$ cat src/rtl/permutation_sequencer.sv
// Iterative sequencer for the Ascon-style round datapath. A request loads a
// 320-bit state and a round count; the sequencer then issues one round per
// clock by presenting the state and round index to an external combinational
// round function and registering its result. The final state is published in
// o_state alongside a one-cycle o_valid pulse.
module permutation_sequencer #(
  parameter int NB_ROUNDS_MAX = 12,
  parameter int ROUND_W       = 4
) (
  input  logic               clock,
  input  logic               reset,
  input  logic               i_start,
  input  logic [ROUND_W-1:0] i_rounds,
  input  logic [319:0]       i_state,
  output logic [ROUND_W-1:0] o_round,
  output logic [319:0]       o_round_state,
  input  logic [319:0]       i_round_state,
  output logic               o_ready,
  output logic               o_valid,
  output logic [319:0]       o_state
);

  typedef enum logic [1:0] {
    IDLE = 2'd0,
    RUN  = 2'd1,
    DONE = 2'd2
  } fsm_t;

  localparam logic [ROUND_W-1:0] MAX_ROUNDS = ROUND_W'(NB_ROUNDS_MAX);
  localparam logic [ROUND_W-1:0] ONE        = ROUND_W'(1);

  fsm_t               fsm;
  logic [319:0]       state_reg;
  logic [ROUND_W-1:0] round_reg;
  logic [ROUND_W-1:0] count;
  logic [ROUND_W-1:0] neff;
  logic [ROUND_W-1:0] neff_in;

  // Saturate the requested round count to the number of constant slots.
  always_comb begin
    if (i_rounds > MAX_ROUNDS) begin
      neff_in = MAX_ROUNDS;
    end else begin
      neff_in = i_rounds;
    end
  end

  // The round function is fed straight from the working registers, so its
  // inputs only move while rounds are actually being issued.
  assign o_round       = round_reg;
  assign o_round_state = state_reg;

  // Sequencer FSM: load on accepted start, one round per clock, publish result.
  always_ff @(posedge clock) begin
    if (reset) begin
      fsm       <= IDLE;
      state_reg <= 320'd0;
      round_reg <= '0;
      count     <= '0;
      neff      <= '0;
      o_ready   <= 1'b1;
      o_valid   <= 1'b0;
      o_state   <= 320'd0;
    end else begin
      o_valid <= 1'b0;
      case (fsm)
        IDLE: begin
          if (i_start) begin
            state_reg <= i_state;
            // Rounds always end on the last constant slot, so a short
            // request starts part-way into the constant table.
            round_reg <= MAX_ROUNDS - neff_in;
            neff      <= neff_in;
            count     <= '0;
            o_ready   <= 1'b0;
            if (neff_in == '0) begin
              fsm <= DONE;
            end else begin
              fsm <= RUN;
            end
          end
        end
        RUN: begin
          state_reg <= i_round_state;
          if (count == neff - ONE) begin
            // Keep the index on the last slot instead of stepping past it.
            fsm <= DONE;
          end else begin
            round_reg <= round_reg + ONE;
            count     <= count + ONE;
          end
        end
        DONE: begin
          o_state <= state_reg;
          o_valid <= 1'b1;
          o_ready <= 1'b1;
          fsm     <= IDLE;
        end
        default: begin
          fsm     <= IDLE;
          o_ready <= 1'b1;
        end
      endcase
    end
  end

endmodule
$ cat config.mk
export PLATFORM = sky130hd
export DESIGN_NAME = permutation_sequencer
export DESIGN_NICKNAME = d
export VERILOG_FILES = /design/src/rtl/permutation_sequencer.sv
export SDC_FILE = /design/constraint.sdc
export NUM_CORES = 1
export LEC_CHECK = 0
export ABC_AREA = 1
export ABC_CLOCK_PERIOD_IN_PS = 2200
export CAP_MARGIN = 20
export CORE_AREA = 2 2 504 506
export DETAILED_ROUTE_END_ITERATION = 8
export DIE_AREA = 0 0 506 508
export GPL_ROUTABILITY_DRIVEN = 0
export PLACE_DENSITY = 0.39
export SLEW_MARGIN = 20
export SYNTH_ARGS = -nofsm -noshare
export SYNTH_HDL_FRONTEND = slang
export SYNTH_SLANG_ARGS = --single-unit
export TNS_END_PERCENT = 30
$ cat constraint.sdc
create_clock -name clock -period 2.2 [get_ports clock]
set_input_delay 0.22 -clock clock [delete_from_list [all_inputs] [get_ports clock]]
set_output_delay 0.22 -clock clock [all_outputs]
set_load 0.05 [all_outputs]
==> results of run 1 <==
-- sequential cells by signal, summed over array words and instances, names as in the netlist --
signal / cells
o_round_state: 320
o_ready: 1
o_valid: 1
neff: 4
count: 4
o_round: 4
fsm: 2
o_state: 320
-- Yosys cell counts --
| library cell | n |
|---|---|
| nand2_1 | 1072 |
| nor2_1 | 155 |
| buf_2 | 88 |
| o21ai_0 | 641 |
| xor2_1 | 3 |
| nor3_1 | 1 |
| o21ai_1 | 2 |
| clkinv_1 | 1 |
| ha_1 | 4 |
| xnor2_1 | 1 |
| clkbuf_1 | 172 |
| clkbuf_2 | 1 |
| or2_2 | 1 |
| nor2_4 | 1 |
| nor2_2 | 1 |
| inv_2 | 4 |
| inv_1 | 265 |
| nand2_2 | 1 |
| o2111ai_1 | 1 |
| dfxtp_1 | 656 |
| buf_4 | 29 |
| o22ai_1 | 5 |
| nand3_1 | 15 |
| a21oi_1 | 579 |
| buf_1 | 2 |
-- stage by stage --
stage               instance area, µm²  instances   util  hold slack [ns]
finish                           46100       8367  0.183            0.160
global route                     46100       8362  0.183            0.161
CTS                              46100       8360  0.183           0.0586
detailed placement               43500       8202  0.172            0.458
global placement                 43500       8202  0.172            0.454
floorplan                        26400       3701      -            0.393
-- per-layer routing --
metal / vias to the layer above / wire (µm)
li1: 14436 / -
met1: 13664 / 73100
met2: 1170 / 83800
met3: 151 / 20000
met4: 0 / 4290
met5: - / 0
-- cell families after synthesis --
kind of cell / after synthesis / share of synthesized area
fa+ha+maj: 4 / 0.00189
buf+inv: 562 / 0.0882
compound gates: 1228 / 0.233
flops: 656 / 0.497
simple gates: 1247 / 0.178
xor+xnor: 4 / 0.00133
-- worst register-to-register path, cell delays in order (launching register included) --
cell,delay (ns)
dfxtp_1,0.33
inv_1,0.08
nor2_4,0.21
inv_8,0.15
buf_4,0.28
nand2_1,0.11
nand2_1,0.06
o21ai_0,0.53
a21oi_1,0.08
-- what timing repair did --
action                                 4_1_cts  5_1_grt
setup buffers                                0        0
setup endpoints to repair                  262        2
hold buffers                                 1        0
endpoints found under the hold margin       18        0
gates resized for setup                    263        2
-- path summary, 6_finish.rpt --
check                                        start                 end  slack (ns)  cells past startpoint
worst max-delay path            o_round_state[222]  o_round_state[222]         0.1                      1
worst max register to register              fsm[0]    o_round_state[7]        0.24                      8
worst min register to register   o_round_state[68]         o_state[68]        0.46                      2
worst min-delay path                   i_rounds[1]             neff[1]        0.16                      3
-- report_power, final --
group          internal [mW]  switching, mW  total [mW]
clock network           8.66           6.22        14.9
logic                   3.88           9.11        13.0
registers               13.1          0.748        13.8
total                   25.6           16.1        41.7
-- cell type report --
type	count	area [µm²]	area share
Inverter	270	1030	0.0223
Tap cell	3366	4210	0.0914
Multi-Input combinational cell	2483	11000	0.238
Clock buffer	130	2590	0.0562
Timing Repair Buffer	1428	13800	0.300
Sequential cell	656	13100	0.285
Antenna cell	7	17.5	0.000380
Clock inverter	27	330	0.00716
==> flow_summary.toml, run 1 <==
[worst_setup_path]
slowest_delay_ns = 0.85
cp_slowest_cell = "clkdlybuf4s50_1"
top_cell_family_by_delay_on_the_critical_path = "buffers and inverters"
critical_path_class = "reg -> out"
timing.critical_path.buf_inv = 1
critPathCaptureType = "primary output"
cp_cell_sequence = "clkdlybuf4s50_1"
critical_path.max_fanout = 2
timing.critical_path.from_type = "flip-flop"
required_time_of_the_critical_path_ns = 1.98
critical_path_arrival_ns = 1.88

[cts]
htree_levels = 3
clk_transition_reported_paths_ns = 0.06
clock_sink_count = 656
tritoncts.num_buffers = 88
clock_tree.root_cell = "clkbuf_16"
tritoncts = "yes"
clock_latency_ns = 0.71
ctsLongestPathBuffers = 3

[pwr]
report.power.total_mw = 41.7
power.density_cell_area_nw_per_um2 = 904
power.leakage_nw = 19.8
vdd_ir_drop_max_mv = 0.476

[cells_and_area]
fill_cells = 28599
nNetsFinal = 5578
highest_count_cells_in_the_layout_ignoring_fill_and_taps = "nand2_1, clkdlybuf4s50_1, dfxtp_1, o21ai_0, a21oi_1"
fraction_of_layout_instances_using_a_drive_strength_above_1 = 0.0917
mostFrequentLayoutCell = "nand2_1"
areaGrowthSynthToFinish_pct = 74.5

[grt]
global_route_usage_over_all_layers = 0.134
globalRouteOverflowTotal = 0
grt_use_met2 = 0.221
wire_length_of_the_first_global_routing_pass_um = 242000
largest_net_degree_at_the_start_of_global_routing = 86
gr-usage-met3 = 0.0578
grt_util_met1 = 0.158
vias_in_the_first_global_route = 29311
busiest_layer = "met2"
antenna_violations_before_repair = 26

[detailed_routing]
drc = 0
firstDrtPassIters = 5
dr_total_vias = 29421
viasPerCell = 3.52
postRouteWirelength_um = 181000
detail_route.iter0.violations = 1573
route.antenna.remaining_nets = 0
wl_per_cell_um = 21.7

[sta]
max_clock_freq_mhz = 476
grt_setup_unrepaired = "no"
final.period_utilization = 0.956
final_max_slew_viol_count = 0
setup-violations-final = 0
worst_pin_slew_ns = 0.782
timing.slew.headroom = 0.481
final_critical_path_setup_slack_ns = 0.0978
clock-skew-final_ns = 0.0243
report.final.hold_viol_count = 0
setup_total_negative_slack_ns = 0
final_period_minus_worst_setup_slack_ns = 2.10

[synthesis]
synthCells = 3701
synth_sequential_area_ratio = 0.497
netlist.top_cell.by_area = "dfxtp_1"
synthesis.nets = 4352
synth.ff_latch_count = 656
post-synth-top-area-fraction = 0.497
mappedNetlistArea_um2 = 26400
ys_types = 25
synth-warning-count = 0
synth_top_cells_by_area = "dfxtp_1, nand2_1, o21ai_0"
synth_area_per_cell_um2 = 7.14

[floorplanning]
die_width_um = 506
cell_row_count = 185
design.die.area_um2 = 257000
initial_core_util = 0.105
ios = 1293
core-area_um2 = 252000
height_of_the_die_um = 508

[worst_hold_path]
timing.hold.worst.class = "in -> reg"

[place]
buffer_ports.inserted = 1292
preCtsSetupSlack_ns = 0.132
place.detailed.hpwl_um = 148000

[status]
result_of_the_run = "finished clean"

[job]
max_cap_viol_count = 0
No activity file was read; power rests on OpenSTA's default activity.
==> run 2, diff against run 1 <==
--- a/config.mk
+++ b/config.mk
@@ -12,6 +12,7 @@
 export DETAILED_ROUTE_END_ITERATION = 8
 export DIE_AREA = 0 0 506 508
 export GPL_ROUTABILITY_DRIVEN = 0
+export HOLD_SLACK_MARGIN = 0.1
 export PLACE_DENSITY = 0.39
 export SLEW_MARGIN = 20
 export SYNTH_ARGS = -nofsm -noshare
==> flow_summary.toml, run 2 (synthesis results as in run 1) <==
[cells_and_area]
postLayoutCellArea_um2 = 46300
mostFrequentLayoutCell = "nand2_1"
finish.utilization = 0.183
highest_count_cells_in_the_layout_ignoring_fill_and_taps = "nand2_1, clkdlybuf4s50_1, dfxtp_1, o21ai_0, a21oi_1"
areaGrowthSynthToFinish_pct = 75.1
fraction_of_layout_instances_using_a_drive_strength_above_1 = 0.0914
nNetsFinal = 5593

[worst_setup_path]
worstRegToRegCells = 8
worstSetupStartpoint = "o_round_state[222]"
timing.critical_path.from_type = "flip-flop"
critical_path.reg2reg.endpoint = "o_round_state[7]"
required_time_of_the_critical_path_ns = 1.98
cp_slowest_cell = "clkdlybuf4s50_1"
critPathCaptureType = "primary output"
top_cell_family_by_delay_on_the_critical_path = "buffers and inverters"
regToRegSetupSlack_ns = 0.22
r2r_start = "fsm[0]"
critical_path_class = "reg -> out"
slowest_delay_ns = 0.85
timing.critical_path.to = "o_round_state[222]"
timing.critical_path.buf_inv = 1
cp_cell_sequence = "clkdlybuf4s50_1"
critical_path_arrival_ns = 1.89
timing.critical_path.depth = 1
critical_path.max_fanout = 2

[floorplanning]
design.die.area_um2 = 257000
initial_core_util = 0.105
die_width_um = 506
ios = 1293
core-area_um2 = 252000
height_of_the_die_um = 508
cell_row_count = 185

[pwr]
power.switching_mw = 16.1
power.density_cell_area_nw_per_um2 = 902
p_sw_frac = 0.386
power.share.clock = 0.357
p_seq_frac = 0.331
vdd_ir_drop_max_mv = 0.475
internal_mw = 25.6
power.leakage_nw = 19.8
combPwrFrac = 0.312

[sta]
clock-skew-final_ns = 0.0235
setup_total_negative_slack_ns = 0
final_period_minus_worst_setup_slack_ns = 2.11
worst_pin_slew_ns = 0.782
final_max_slew_viol_count = 0
max_clock_freq_mhz = 475
grt_setup_unrepaired = "no"
timing.slew.headroom = 0.481
setup-violations-final = 0
report.final.hold_viol_count = 0
final.period_utilization = 0.957

[status]
result_of_the_run = "finished clean"

[detailed_routing]
firstDrtPassIters = 5
postRouteWirelength_um = 181000
detail_route.iter0.violations = 1547
dr_total_vias = 29468
drc = 0
route.antenna.remaining_nets = 0
wl_per_cell_um = 21.6
viasPerCell = 3.51

[grt]
wire_length_of_the_first_global_routing_pass_um = 243000
global_route_usage_over_all_layers = 0.134
globalRouteOverflowTotal = 0
antenna_violations_before_repair = 26
largest_net_degree_at_the_start_of_global_routing = 86
vias_in_the_first_global_route = 29327

[place]
place.detailed.hpwl_um = 148000
placed_instance_area_um2 = 43500
buffer_ports.inserted = 1292

[cts]
clock_sink_count = 656
htree_levels = 3
cts_post_setup_buffers_inserted = 0
tritoncts = "yes"
clock_tree.root_cell = "clkbuf_16"
clk_transition_reported_paths_ns = 0.06
clock_latency_ns = 0.70
tritoncts.num_buffers = 88
ctsLongestPathBuffers = 3

[job]
max_cap_viol_count = 0

[worst_hold_path]
timing.hold.worst.class = "in -> reg"
==> run 2: cell types whose count changed in the layout (fill, tap and decap cells not counted), sizes merged <==
cell / before / now
dlygate4sd3: 1 / 16
diode: 7 / 9
==> run 2: area by class of cell <==
cell class | instances | area [µm²]
timing repair buffer | 1443 | 14000
clock buffer | 130 | 2590
tap | 3366 | 4210
sequential | 656 | 13100
multi-input combinational | 2483 | 11000
fill | 28593 | 206000
antenna | 9 | 22.5
clock inverter | 27 | 330
inverter | 270 | 1030
==> run 2: per-stage QoR <==
| step | total power, mW | setup slack [ns] | hold WS [ns] | cells |
|---|---|---|---|---|
| 3_3_place_gp | 27.7 | 0.0944 | 0.454 | 8202 |
| 3_5_place_dp | 27.7 | 0.132 | 0.458 | 8202 |
| 2_1_floorplan | 21.0 | 0.610 | 0.393 | 3701 |
| 4_1_cts | 42.7 | 0.000200 | 0.101 | 8375 |
| 5_1_grt | 43.9 | 0.000467 | 0.167 | 8377 |
| 6_report | 41.7 | 0.0938 | 0.199 | 8384 |
==> run 2: worst min path at each step <==
stage | from | to | slack (ns) | cells past startpoint
after floorplan | i_rounds[0] | neff[0] | 0.39 | 2
after global placement | o_round_state[54] | o_state[54] | 0.45 | 2
after detailed placement | o_round_state[32] | o_state[32] | 0.46 | 2
after CTS | i_round_state[277] | o_round_state[277] | 0.10 | 5
after global routing | i_state[279] | o_round_state[279] | 0.17 | 5
final | i_round_state[277] | o_round_state[277] | 0.20 | 5
==> run 2: power by group through the flow <==
stage / Clock [mW] / Combinational [mW] / Sequential, mW
floorplan: 0 / 3.11 / 17.9
global placement: 0 / 13.7 / 14.1
detailed placement: 0 / 13.6 / 14.1
CTS: 15.5 / 13.3 / 13.8
global route: 15.9 / 14.0 / 14.0
finish: 14.9 / 13.0 / 13.8
==> run 2: per-layer routing <==
layer,track usage,share of wire
met3,0.0564,0.11
met1,0.159,0.41
met2,0.221,0.46
met5,0,0
met4,0.0380,0.024
==> run 2: timing repair <==
action	CTS	global route
hold buffers	16	0
gates resized for setup	263	2
setup endpoints to repair	262	2
hold endpoints to repair	164	0
